$ cat src/rtl/pipeline_pkg.sv
// pipeline_pkg: definitions shared across the RV32I pipeline stages.
// Holds the forwarding-select encodings, the ALU control width and the
// ID/EX control bundle together with its all-zero bubble value.
package pipeline_pkg;

    localparam int ALU_CTRL_W = 4;

    // Forwarding selects; 2'b11 is reserved and treated like FWD_RF
    localparam logic [1:0] FWD_RF     = 2'b00;
    localparam logic [1:0] FWD_MEM_WB = 2'b01;
    localparam logic [1:0] FWD_EX_MEM = 2'b10;

    typedef struct packed {
        logic                  reg_write;
        logic                  mem_read;
        logic                  mem_write;
        logic                  mem_to_reg;
        logic                  alu_src;
        logic [ALU_CTRL_W-1:0] alu_ctrl;
    } id_ex_ctrl_t;

    localparam id_ex_ctrl_t BUBBLE = '{
        reg_write:  1'b0,
        mem_read:   1'b0,
        mem_write:  1'b0,
        mem_to_reg: 1'b0,
        alu_src:    1'b0,
        alu_ctrl:   {ALU_CTRL_W{1'b0}}
    };

endpackage

$ cat src/rtl/operand_fwd_mux.sv
// operand_fwd_mux: picks the freshest copy of one EX operand from the
// register file value, the EX/MEM result or the MEM/WB write-back data.
// The reserved select 2'b11 falls back to the register file value.
module operand_fwd_mux
    import pipeline_pkg::*;
#(
    parameter int XLEN = 32
) (
    input  logic [1:0]      sel,
    input  logic [XLEN-1:0] rf_data,
    input  logic [XLEN-1:0] ex_mem_data,
    input  logic [XLEN-1:0] mem_wb_data,
    output logic [XLEN-1:0] fwd_data
);

    // Decode the select; anything unrecognised keeps the register file value
    always_comb begin
        fwd_data = rf_data;
        case (sel)
            FWD_EX_MEM: fwd_data = ex_mem_data;
            FWD_MEM_WB: fwd_data = mem_wb_data;
            FWD_RF:     fwd_data = rf_data;
            default:    fwd_data = rf_data;
        endcase
    end

endmodule

$ cat src/rtl/id_ex_stage.sv
// id_ex_stage: ID/EX pipeline register plus EX operand selection.
// Latches the decoded instruction, applies the forwarding selects to build
// the ALU operands and store data, and detects load-use hazards (stalling
// IF/ID and inserting a bubble). Flush and stall both load a bubble.
// Optional macro ID_EX_HAZARD_STATS_EN adds free-running 32-bit
// stall/flush/bubble counters as extra outputs.
module id_ex_stage #(
    parameter int XLEN       = 32,
    parameter int ALU_CTRL_W = 4
) (
    input  logic                  clk,
    input  logic                  rst,
    input  logic                  id_valid,
    input  logic [4:0]            id_rs1,
    input  logic [4:0]            id_rs2,
    input  logic [4:0]            id_rd,
    input  logic [XLEN-1:0]       id_rs1_data,
    input  logic [XLEN-1:0]       id_rs2_data,
    input  logic [XLEN-1:0]       id_imm,
    input  logic                  id_RegWrite,
    input  logic                  id_MemRead,
    input  logic                  id_MemWrite,
    input  logic                  id_MemtoReg,
    input  logic                  id_ALUSrc,
    input  logic [ALU_CTRL_W-1:0] id_ALUCtrl,
    input  logic [1:0]            forward_A,
    input  logic [1:0]            forward_B,
    input  logic [XLEN-1:0]       ex_mem_alu_result,
    input  logic [XLEN-1:0]       mem_wb_write_data,
    input  logic                  flush,
    output logic [4:0]            ID_EX_rs1,
    output logic [4:0]            ID_EX_rs2,
    output logic [4:0]            ID_EX_rd,
    output logic                  ID_EX_RegWrite,
    output logic                  ID_EX_MemRead,
    output logic                  ID_EX_MemWrite,
    output logic                  ID_EX_MemtoReg,
    output logic [ALU_CTRL_W-1:0] ID_EX_ALUCtrl,
    output logic [XLEN-1:0]       ex_operand_a,
    output logic [XLEN-1:0]       ex_operand_b,
    output logic [XLEN-1:0]       ex_store_data,
    output logic                  stall
`ifdef ID_EX_HAZARD_STATS_EN
    ,
    output logic [31:0]           stall_count,
    output logic [31:0]           flush_count,
    output logic [31:0]           bubble_count
`endif
);

    import pipeline_pkg::*;

    id_ex_ctrl_t     id_ctrl_s;
    id_ex_ctrl_t     ctrl_r;
    logic [4:0]      rs1_r;
    logic [4:0]      rs2_r;
    logic [4:0]      rd_r;
    logic [XLEN-1:0] rs1_data_r;
    logic [XLEN-1:0] rs2_data_r;
    logic [XLEN-1:0] imm_r;
    logic            hazard_s;
    logic            stall_s;
    logic [XLEN-1:0] fwd_a_s;
    logic [XLEN-1:0] fwd_b_s;
    logic [XLEN-1:0] operand_b_s;

    // Bundle the decoded controls; an empty ID slot contributes no side effects
    always_comb begin
        id_ctrl_s = BUBBLE;
        if (id_valid) begin
            id_ctrl_s.reg_write  = id_RegWrite;
            id_ctrl_s.mem_read   = id_MemRead;
            id_ctrl_s.mem_write  = id_MemWrite;
            id_ctrl_s.mem_to_reg = id_MemtoReg;
            id_ctrl_s.alu_src    = id_ALUSrc;
            id_ctrl_s.alu_ctrl   = id_ALUCtrl;
        end else begin
            id_ctrl_s = BUBBLE;
        end
    end

    // Load-use: a load in EX whose non-x0 destination feeds the ID instruction
    always_comb begin
        hazard_s = 1'b0;
        if (ctrl_r.mem_read && (rd_r != 5'd0) && id_valid &&
            ((rd_r == id_rs1) || (rd_r == id_rs2))) begin
            hazard_s = 1'b1;
        end else begin
            hazard_s = 1'b0;
        end
    end

    // A flush discards the ID instruction anyway, so it masks the stall
    assign stall_s = hazard_s & ~flush;

    // Pipeline register: reset, flush and stall all load a bubble
    always_ff @(posedge clk) begin
        if (rst || flush || hazard_s) begin
            ctrl_r     <= BUBBLE;
            rs1_r      <= 5'd0;
            rs2_r      <= 5'd0;
            rd_r       <= 5'd0;
            rs1_data_r <= {XLEN{1'b0}};
            rs2_data_r <= {XLEN{1'b0}};
            imm_r      <= {XLEN{1'b0}};
        end else begin
            ctrl_r     <= id_ctrl_s;
            rs1_r      <= id_rs1;
            rs2_r      <= id_rs2;
            rd_r       <= id_rd;
            rs1_data_r <= id_rs1_data;
            rs2_data_r <= id_rs2_data;
            imm_r      <= id_imm;
        end
    end

    operand_fwd_mux #(.XLEN(XLEN)) u_fwd_a (
        .sel         (forward_A),
        .rf_data     (rs1_data_r),
        .ex_mem_data (ex_mem_alu_result),
        .mem_wb_data (mem_wb_write_data),
        .fwd_data    (fwd_a_s)
    );

    operand_fwd_mux #(.XLEN(XLEN)) u_fwd_b (
        .sel         (forward_B),
        .rf_data     (rs2_data_r),
        .ex_mem_data (ex_mem_alu_result),
        .mem_wb_data (mem_wb_write_data),
        .fwd_data    (fwd_b_s)
    );

    // Second ALU operand is the immediate for I-type/loads/stores, else rs2
    always_comb begin
        operand_b_s = fwd_b_s;
        if (ctrl_r.alu_src) begin
            operand_b_s = imm_r;
        end else begin
            operand_b_s = fwd_b_s;
        end
    end

    assign ex_operand_a   = fwd_a_s;
    assign ex_operand_b   = operand_b_s;
    assign ex_store_data  = fwd_b_s;
    assign stall          = stall_s;
    assign ID_EX_rs1      = rs1_r;
    assign ID_EX_rs2      = rs2_r;
    assign ID_EX_rd       = rd_r;
    assign ID_EX_RegWrite = ctrl_r.reg_write;
    assign ID_EX_MemRead  = ctrl_r.mem_read;
    assign ID_EX_MemWrite = ctrl_r.mem_write;
    assign ID_EX_MemtoReg = ctrl_r.mem_to_reg;
    assign ID_EX_ALUCtrl  = ctrl_r.alu_ctrl;

`ifdef ID_EX_HAZARD_STATS_EN
    logic        bubble_load_s;
    logic [31:0] stall_cnt_r;
    logic [31:0] flush_cnt_r;
    logic [31:0] bubble_cnt_r;

    // Any edge that does not latch a real instruction counts as a bubble
    assign bubble_load_s = flush | hazard_s | ~id_valid;

    // Hazard statistics, wrapping naturally at 2^32
    always_ff @(posedge clk) begin
        if (rst) begin
            stall_cnt_r  <= 32'd0;
            flush_cnt_r  <= 32'd0;
            bubble_cnt_r <= 32'd0;
        end else begin
            stall_cnt_r  <= stall_cnt_r  + {31'd0, stall_s};
            flush_cnt_r  <= flush_cnt_r  + {31'd0, flush};
            bubble_cnt_r <= bubble_cnt_r + {31'd0, bubble_load_s};
        end
    end

    assign stall_count  = stall_cnt_r;
    assign flush_count  = flush_cnt_r;
    assign bubble_count = bubble_cnt_r;
`endif

endmodule

$ cat config.mk
export PLATFORM = sky130hd
export DESIGN_NAME = id_ex_stage
export DESIGN_NICKNAME = d
export VERILOG_FILES = /design/src/rtl/pipeline_pkg.sv /design/src/rtl/operand_fwd_mux.sv /design/src/rtl/id_ex_stage.sv
export SDC_FILE = /design/constraint.sdc
export NUM_CORES = 1
export LEC_CHECK = 0
export CORE_MARGIN = 10
export CORE_UTILIZATION = 28
export CTS_BUF_LIST = sky130_fd_sc_hd__clkbuf_4
export CTS_CLUSTER_DIAMETER = 30
export DETAILED_ROUTE_END_ITERATION = 10
export PLACE_DENSITY_LB_ADDON = 0.05
export REMOVE_ABC_BUFFERS = 1
export SYNTH_ARGS = -nofsm -noshare
export SYNTH_HDL_FRONTEND = slang
export SYNTH_SLANG_ARGS = --single-unit
$ cat constraint.sdc
create_clock -name clk -period 1.85 [get_ports clk]
set_clock_uncertainty 0.2 [all_clocks]
set_input_delay 0.37 -clock clk [delete_from_list [all_inputs] [get_ports clk]]
set_output_delay 0.37 -clock clk [all_outputs]
set_load 0.05 [all_outputs]
==> impl_metrics.ini, run 1 <==
[run_status]
outcome = complete, but fails checks
violations = negative setup slack

[grt]
grt_antenna_before_repair = 1
grt_max_degree = 65
grt_pass1_vias = 7259
track_usage = 0.221
grt_pass1_wl_mm = 45.2
grt-ovfl-total = 0

[final_layout]
area_delta_synth_final_pct = 133
final_util = 0.664
final_nets = 1287
drive_gt1_frac = 0.561

[synthesis]
ys_async_sr_fraction = 0
synth_edf_count = 0
syn_area_um2 = 5810
postSynthCellCount = 685
ys_seq_elements = 120
synthTopCellsByArea = dfxtp_1 41%, a21oi_2 14%, nand2_1 11%, a22oi_1 8.3%, mux2_2 6.2%
ys_top_cells_by_count = 177 x nand2_1, 120 x dfxtp_1, 90 x a21oi_2, 64 x a22oi_1, 64 x o21ai_0
synth-seq-area-share = 0.413
yosysMostFrequentCell = nand2_1
ys.flop_type = dfxtp_1
syn_avg_cell_area_um2 = 8.49
yosysTopAreaCell = dfxtp_1
yosysTopAreaCellShare = 0.413
ys_warn_count = 0
ys_types = 23

[pwr]
power_leakage_nw = 5.18
power_frac_seq = 0.320
clkPwrFrac = 0.229
switching_power_mw = 3.06
power_frac_comb = 0.451
p_int_mw = 5.46
p_total_mw = 8.51
powerDensity_nw_per_um2 = 630
ir_worst_vdd_uv = 387
swShare = 0.359

[floorplan]
ios = 312
dieArea_um2 = 26900
coreArea_um2 = 20400
row_count = 52
die_y_um = 164
start_util = 0.286
die_x_um = 164

[timing]
fin_tns_setup_ns = -37.56
finalHoldViolCount = 0
fin_ws_ns = -0.697
whs_ns = 0.117
slew_viol_final = 0
clock.fmax_ghz = 0.393
worstMarginPinSlew_ns = 0.362
relSlewSlack = 0.759
period_minus_slack_ns = 2.55
setup_viol = 202
rsz0062_at_grt = yes
post-route-period-util = 1.38

[critical_path]
slowest_delay_ns = 0.38
end_kind = output port
worstPathArrival_ns = 1.98
cp_slowest_cell = or3_4
critPathKind = reg2out
required_ns = 1.28
setup.worst_path.start_class = register
cp_top_family = simple AND/OR/NAND/NOR gates
critPathBufInv = 1
crit_chain = or3_4 -> o311a_4 -> and3b_2 -> buf_12
path_max_fanout = 2

[placed_design]
pre_cts_ws_ns = -0.873
gp_congestion = 0.788
port_buffers = 311
detailed_place_hpwl_mm = 19.7

[drt]
drt-total-wl_mm = 32.4
ant_nets = 0
vias_per_cell = 4.98
drc = 0
num_vias = 6854
drt-pass1-iter-count = 5
drt-wirelength-per-cell_um = 23.5
drt_iter0_markers = 342

[flow_run]
maxCapViolations = 0

[cts]
insertion_delay_ns = 0.56
htreeDepth = 4
clk_pin_slew_ns = 0.14
tritoncts = built
clockBufferDepth = 2
cts_sinks = 120
cts_buffers = 17
cts-root-buf = clkbuf_4

[hold_path]
hold_class = in2reg
path summary, 6_finish.rpt:
kind / from / end / slack (ns) / cells after the start
setup / recovery: ID_EX_rd[1] / stall / -0.70 / 4
setup reg to reg: ID_EX_rd[1] / imm_r[3] / -0.11 / 6
hold reg to reg: ID_EX_MemRead / rs2_data_r[31] / 0.75 / 4
hold / removal: id_rd[0] / ID_EX_rd[0] / 0.12 / 3
area by class of cell:
type                            count  area, µm²
Clock buffer                       17        128
Antenna cell                        3       7.51
Sequential cell                   120       2410
Tap cell                          270        338
Fill cell                        1540       6840
Timing Repair Buffer              460       6300
Clock inverter                     15        154
Inverter                            4       22.5
Multi-Input combinational cell    488       4160
worst register-to-register path, delay by kind of cell, from the launching register on:
kind | cells | cell delay (ns)
buffers and inverters | 3 | 0.50
AOI/OAI and AO/OA | 2 | 0.46
and+or+nand+nor | 1 | 0.38
DFF | 1 | 0.35
through the flow:
stage          instances  area (µm²)
4_1_cts             1360       12900
3_5_place_dp        1277       10800
5_1_grt             1376       13500
6_report            1377       13500
3_3_place_gp        1277       10800
2_1_floorplan        612        5440
placed cells by master (no fill, tap or decap), types with 2 or more instances in the layout:
cell	instances
inv_6	2
a22oi_2	64
nand2_4	9
a21oi_2	96
xnor2_1	10
buf_6	32
diode_2	3
dfxtp_1	117
nand2_2	32
buf_4	68
clkbuf_16	9
clkbuf_4	17
o21ai_4	25
a21oi_1	23
bufinv_16	2
clkdlybuf4s50_1	186
clkinv_2	3
clkinvlp_4	7
buf_12	142
o21ai_2	39
buf_16	14
nand3b_1	9
nand3_1	2
dfxtp_2	2
nand2_1	136
mux2_4	32
ha_4	4
inv_4	3
buf_8	7
kinds of logic (layout without fill, tap and decap cells):
kind of cell	after synthesis	count (layout)	share of synthesized area
AOI/OAI and AO/OA	250	250	0.302
other	0	3	0
DFF	120	120	0.413
xor gates and xnor gates	10	10	0.0151
muxes	32	32	0.0620
buffers and inverters	77	496	0.0674
adders and majority gates	4	4	0.00861
and+or+nand+nor	192	192	0.132
registers in the layout, summed over array words and instances, names as in the netlist, 4 cells and up:
register and flops:
rs2_data_r 32, ID_EX_rs2 5, ID_EX_ALUCtrl 4, ID_EX_rd 5
rs1_data_r 32, imm_r 32, ID_EX_rs1 5
what timing repair did:
action,CTS,global route
pin swaps,78,46
setup endpoints to repair,165,222
cloned,17,13
resized for setup,325,115
setup buffers,54,19
hold buffers,0,0
routing by layer:
metal | track usage | up-vias | part of all wire | wire (µm)
met4 | 0.0735 | 0 | 0.020 | 654
met3 | 0.0748 | 43 | 0.080 | 2590
met1 | 0.250 | 3333 | 0.39 | 12600
li1 | - | 3215 | - | -
met2 | 0.382 | 263 | 0.51 | 16600
met5 | 0 | - | 0 | 0
power groups by stage:
stage / Clock, mW / Sequential, mW / Combinational [mW]
detailed placement: 0 / 2.77 / 2.98
CTS: 2.00 / 2.72 / 3.62
global placement: 0 / 2.77 / 2.96
finish: 1.95 / 2.73 / 3.84
floorplan: 0 / 2.83 / 1.16
global route: 2.12 / 2.74 / 3.98
Note: power is estimated with default switching activity, not from simulation.
==> inputs of run 2 (changes only) <==
Settings changed: CORE_ASPECT_RATIO set to 1.75.
==> impl_metrics.ini, run 2 (synthesized netlist as in run 1, its figures left out) <==
[pwr]
powerDensity_nw_per_um2 = 620
p_total_mw = 8.82
power_leakage_nw = 5.67
ir_worst_vdd_uv = 492

[timing]
slew_viol_final = 0
relSlewSlack = 0.805
finalHoldViolCount = 0
post-route-period-util = 1.38
setup_viol = 217
period_minus_slack_ns = 2.56
worstMarginPinSlew_ns = 0.292
clock.fmax_ghz = 0.391
fin_ws_ns = -0.707
rsz0062_at_grt = yes

[floorplan]
coreArea_um2 = 20400
die_x_um = 129
start_util = 0.285
ios = 312
dieArea_um2 = 27200
row_count = 69
die_y_um = 211

[hold_path]
hold_start = id_rd[0]
min_to = ID_EX_rd[0]
hold_class = in2reg
hold_depth = 3

[final_layout]
drive_gt1_frac = 0.594
reg_top3 = imm_r x32, rs1_data_r x32, rs2_data_r x32
multi_input_area_um2 = 4600
area_delta_synth_final_pct = 145
area.sequential_um2 = 2410
final_nets = 1295
mostFrequentLayoutCells = 185 x clkdlybuf4s50_1, 146 x buf_12, 117 x nand2_1
fillers = 1441
final_common_cell = clkdlybuf4s50_1
final_area_um2 = 14200

[grt]
grt_pass1_wl_mm = 48.1
grt_max_degree = 58
grt-ovfl-total = 0
grt_pass1_vias = 7669
grt_antenna_before_repair = 8
track_usage = 0.239

[critical_path]
reg2reg_setup_slack_ns = -0.20
worstPathArrival_ns = 1.99
end_kind = output port
slowest_delay_ns = 0.41
crit_chain = or3_4 -> o311a_4 -> and3b_2 -> buf_12
r2r-end = rs1_data_r[29]
required_ns = 1.28
setup.worst_path.start_class = register
cp_slowest_cell = or3_4
critPathKind = reg2out
rr_worst_depth = 7
path_max_fanout = 2
reg2reg_from = ID_EX_rd[2]
startpoint = ID_EX_rd[2]

[cts]
clockBufferDepth = 2
tritoncts = built
clk_pin_slew_ns = 0.11
cts_buffers = 17
insertion_delay_ns = 0.55
cts_sinks = 120
htreeDepth = 4
cts-root-buf = clkbuf_4

[run_status]
violations = negative setup slack
outcome = complete, but fails checks

[drt]
drc = 0
ant_nets = 0
drt_iter0_markers = 309
vias_per_cell = 5.11
num_vias = 7001
drt-wirelength-per-cell_um = 25.5
drt-pass1-iter-count = 5
drt-total-wl_mm = 34.9

[placed_design]
port_buffers = 311
detailed_place_hpwl_mm = 20.4
placed_cell_area_um2 = 10800
gp_congestion = 0.817

[flow_run]
maxCapViolations = 0
## run 2: changes by cell type in the layout (fill, tap and decap cells not counted), moves of 6 or more
| cell | before | now |
|---|---|---|
| clkinvlp_4 | 7 | 1 |
| buf_16 | 14 | 25 |
| nand2_4 | 9 | 54 |
| o21ai_2 | 39 | 24 |
| a21oi_2 | 96 | 115 |
| a21oi_1 | 23 | 5 |
| nand2_1 | 136 | 117 |
| nand2_2 | 32 | 5 |
| o21ai_4 | 25 | 40 |
| diode_2 | 3 | 9 |
## run 2: layout make-up
| cell class | count | share of cell area |
|---|---|---|
| inverter | 4 | 0.00158 |
| clock inverter | 11 | 0.00914 |
| sequential | 120 | 0.170 |
| antenna | 9 | 0.00158 |
| timing repair buffer | 468 | 0.462 |
| tap | 248 | 0.0218 |
| clock buffer | 21 | 0.0111 |
| multi-input combinational | 488 | 0.323 |
## run 2: through the flow
stage / hold WS [ns] / cells / setup slack, ns / setup TNS, ns / utilization
2_1_floorplan: 0.286 / 612 / -7.87 / -931.01 / -
3_3_place_gp: 0.628 / 1254 / -0.887 / -134.90 / 0.532
3_5_place_dp: 0.625 / 1254 / -0.925 / -137.06 / 0.532
4_1_cts: 0.0813 / 1350 / -0.765 / -75.51 / 0.665
5_1_grt: 0.0886 / 1369 / -0.779 / -45.57 / 0.699
6_report: 0.147 / 1369 / -0.707 / -39.05 / 0.699
## run 2: what timing repair did
item,CTS,global route
setup endpoints to repair,219,221
hold buffers,0,0
pin swaps,134,41
buffers inserted,43,32
gates cloned,30,5
hold endpoints to repair,0,0
gates resized for setup,397,150
## run 2: critical path, delay by kind of cell, from the launching register on
family                 cells  cell delay, ns
buffers and inverters      1            0.15
and+or+nand+nor            2            0.64
DFF                        1            0.34
AOI/OAI and AO/OA          1            0.32
## run 2: how the worst max path moves through the flow
stage,endpoint,slack (ns),depth (start not counted)
2_1_floorplan,stall,-7.87,4
3_3_place_gp,ex_operand_b[21],-0.89,7
3_5_place_dp,ex_operand_b[20],-0.92,7
4_1_cts,stall,-0.76,4
5_1_grt,stall,-0.78,6
6_report,stall,-0.71,4
## run 2: power breakdown
| group | leakage (nW) | switching (mW) | internal, mW |
|---|---|---|---|
| clock network | 0.162 | 1.04 | 0.976 |
| logic | 4.52 | 1.99 | 2.06 |
| registers | 0.988 | 0.0632 | 2.68 |
## run 2: metal layers
| layer | wire [µm] | global-route usage | up-vias |
|---|---|---|---|
| li1 | - | - | 3234 |
| met1 | 11500 | 0.225 | 3383 |
| met2 | 18900 | 0.435 | 302 |
| met3 | 2950 | 0.0844 | 82 |
| met4 | 1600 | 0.133 | 0 |
| met5 | 0 | 0 | - |
==> inputs of run 3 (changes only) <==
Settings changed: PLACE_DENSITY set to 0.61, PLACE_DENSITY_LB_ADDON 0.05 to not set.
==> impl_metrics.ini, run 3 (synthesized netlist as in run 1, its figures left out) <==
[timing]
rsz0062_at_grt = yes
clock.fmax_ghz = 0.392
worstMarginPinSlew_ns = 0.331
post-route-period-util = 1.38
period_minus_slack_ns = 2.55
finalHoldViolCount = 0
setup_viol = 217
whs_ns = 0.114
slew_viol_final = 0
fin_ws_ns = -0.704
fin_tns_setup_ns = -58.67
relSlewSlack = 0.780

[drt]
num_vias = 7148
drt-total-wl_mm = 34.3
drc = 0
drt-pass1-iter-count = 5
vias_per_cell = 5.26
ant_nets = 0
drt_iter0_markers = 428
drt-wirelength-per-cell_um = 25.2

[placed_design]
gp_congestion = 0.874
pre_cts_ws_ns = -0.950
dp_cells = 1253
detailed_place_hpwl_mm = 20.9
port_buffers = 311

[hold_path]
min_to = ID_EX_rd[4]
hold_depth = 3
hold_class = in2reg
hold_start = id_rd[4]

[critical_path]
setup.worst_path.start_class = register
r2r-end = imm_r[18]
worstPathArrival_ns = 1.98
path_max_fanout = 3
critPathKind = reg2out
required_ns = 1.28
reg2reg_setup_slack_ns = -0.29
rr_worst_depth = 11
reg2reg_from = ID_EX_rd[0]
end_kind = output port

[grt]
grt_antenna_before_repair = 14
grt-ovfl-total = 0
grt_pass1_wl_mm = 48.7
grt_max_degree = 57
grt_pass1_vias = 7588
track_usage = 0.240

[pwr]
powerDensity_nw_per_um2 = 625
swShare = 0.356
power_frac_seq = 0.317
power_leakage_nw = 5.50
p_int_mw = 5.57
clkPwrFrac = 0.219
ir_worst_vdd_uv = 503
switching_power_mw = 3.09
power_frac_comb = 0.464

[floorplan]
ios = 312
die_x_um = 129
start_util = 0.285
row_count = 69
dieArea_um2 = 27200
coreArea_um2 = 20400
die_y_um = 211

[cts]
clockBufferDepth = 2
clk_pin_slew_ns = 0.12
htreeDepth = 4
cts_sinks = 120
cts-root-buf = clkbuf_4
cts-hold-fix-buffers = 0
cts_buffers = 17
tritoncts = built
insertion_delay_ns = 0.57

[flow_run]
maxCapViolations = 0

[final_layout]
drive_gt1_frac = 0.541
area_delta_synth_final_pct = 138
fillers = 1463
area.sequential_um2 = 2410
multi_input_area_um2 = 4490
final_nets = 1279
fin_cells = 1359
mostFrequentLayoutCells = 183 x clkdlybuf4s50_1, 146 x buf_12, 130 x nand2_1
reg_top3 = imm_r x32, rs1_data_r x32, rs2_data_r x32
final_common_cell = clkdlybuf4s50_1

[run_status]
violations = negative setup slack
outcome = complete, but fails checks
run 3: cell types whose count changed in the layout (fill, tap and decap cells not counted), sizes merged:
cell / before / now
buf: 275 / 259
bufbuf: 0 / 1
bufinv: 3 / 2
clkbuf: 27 / 26
clkdlybuf4s50: 185 / 183
clkinv: 7 / 8
diode: 9 / 15
dlygate4sd2: 2 / 0
dlymetal6s2s: 0 / 4
run 3: final cells by class:
type / instances / share of cell area
Timing Repair Buffer: 452 / 0.457
Multi-Input combinational cell: 488 / 0.324
Sequential cell: 120 / 0.174
Tap cell: 248 / 0.0224
Clock buffer: 21 / 0.0114
Clock inverter: 11 / 0.00767
Antenna cell: 15 / 0.00271
Inverter: 4 / 0.00144
run 3: timing repair:
| action | in CTS | in global routing |
|---|---|---|
| setup buffers | 40 | 28 |
| gates resized for setup | 436 | 82 |
| hold endpoints to repair | 0 | 0 |
| setup endpoints to repair | 208 | 221 |
| pin swaps | 51 | 32 |
| cloned | 22 | 5 |
run 3: worst max-delay path by stage:
stage                     slack (ns)  cells after the start               end    startpoint
after floorplan                -7.87                      4             stall   ID_EX_rd[4]
after global placement         -0.93                      7   ex_operand_b[7]  forward_B[1]
after detailed placement       -0.95                      8  ex_operand_b[14]  forward_B[1]
after CTS                      -0.77                      4             stall   ID_EX_rd[0]
after global routing           -0.80                      4             stall   ID_EX_rd[0]
final                          -0.70                      4             stall   ID_EX_rd[0]
run 3: worst max-delay path, stage by stage, from the launching register on:
cell and delay [ns]:
dfxtp_2 0.34, or3_4 0.39, o311a_4 0.33, and3b_2 0.22, buf_12 0.15
run 3: power groups by stage:
stage | combinational (mW) | clock (mW) | sequential, mW
after global routing | 4.15 | 2.06 | 2.75
after CTS | 3.87 | 1.95 | 2.74
final | 4.02 | 1.90 | 2.74
after floorplan | 1.16 | 0 | 2.83
after detailed placement | 2.96 | 0 | 2.78
after global placement | 2.95 | 0 | 2.77
run 3: stage by stage:
stage / util / power (mW) / cell area, µm²
2_1_floorplan: - / 4.00 / 5440
3_3_place_gp: 0.528 / 5.72 / 10800
3_5_place_dp: 0.528 / 5.74 / 10800
4_1_cts: 0.656 / 8.55 / 13400
5_1_grt: 0.680 / 8.96 / 13900
6_report: 0.680 / 8.66 / 13900
run 3: routing by layer:
layer	GRT usage	vias up	wire (µm)
li1	-	3201	-
met1	0.239	3513	11400
met2	0.437	333	18900
met3	0.0570	101	2120
met4	0.147	0	1950
met5	0	-	0
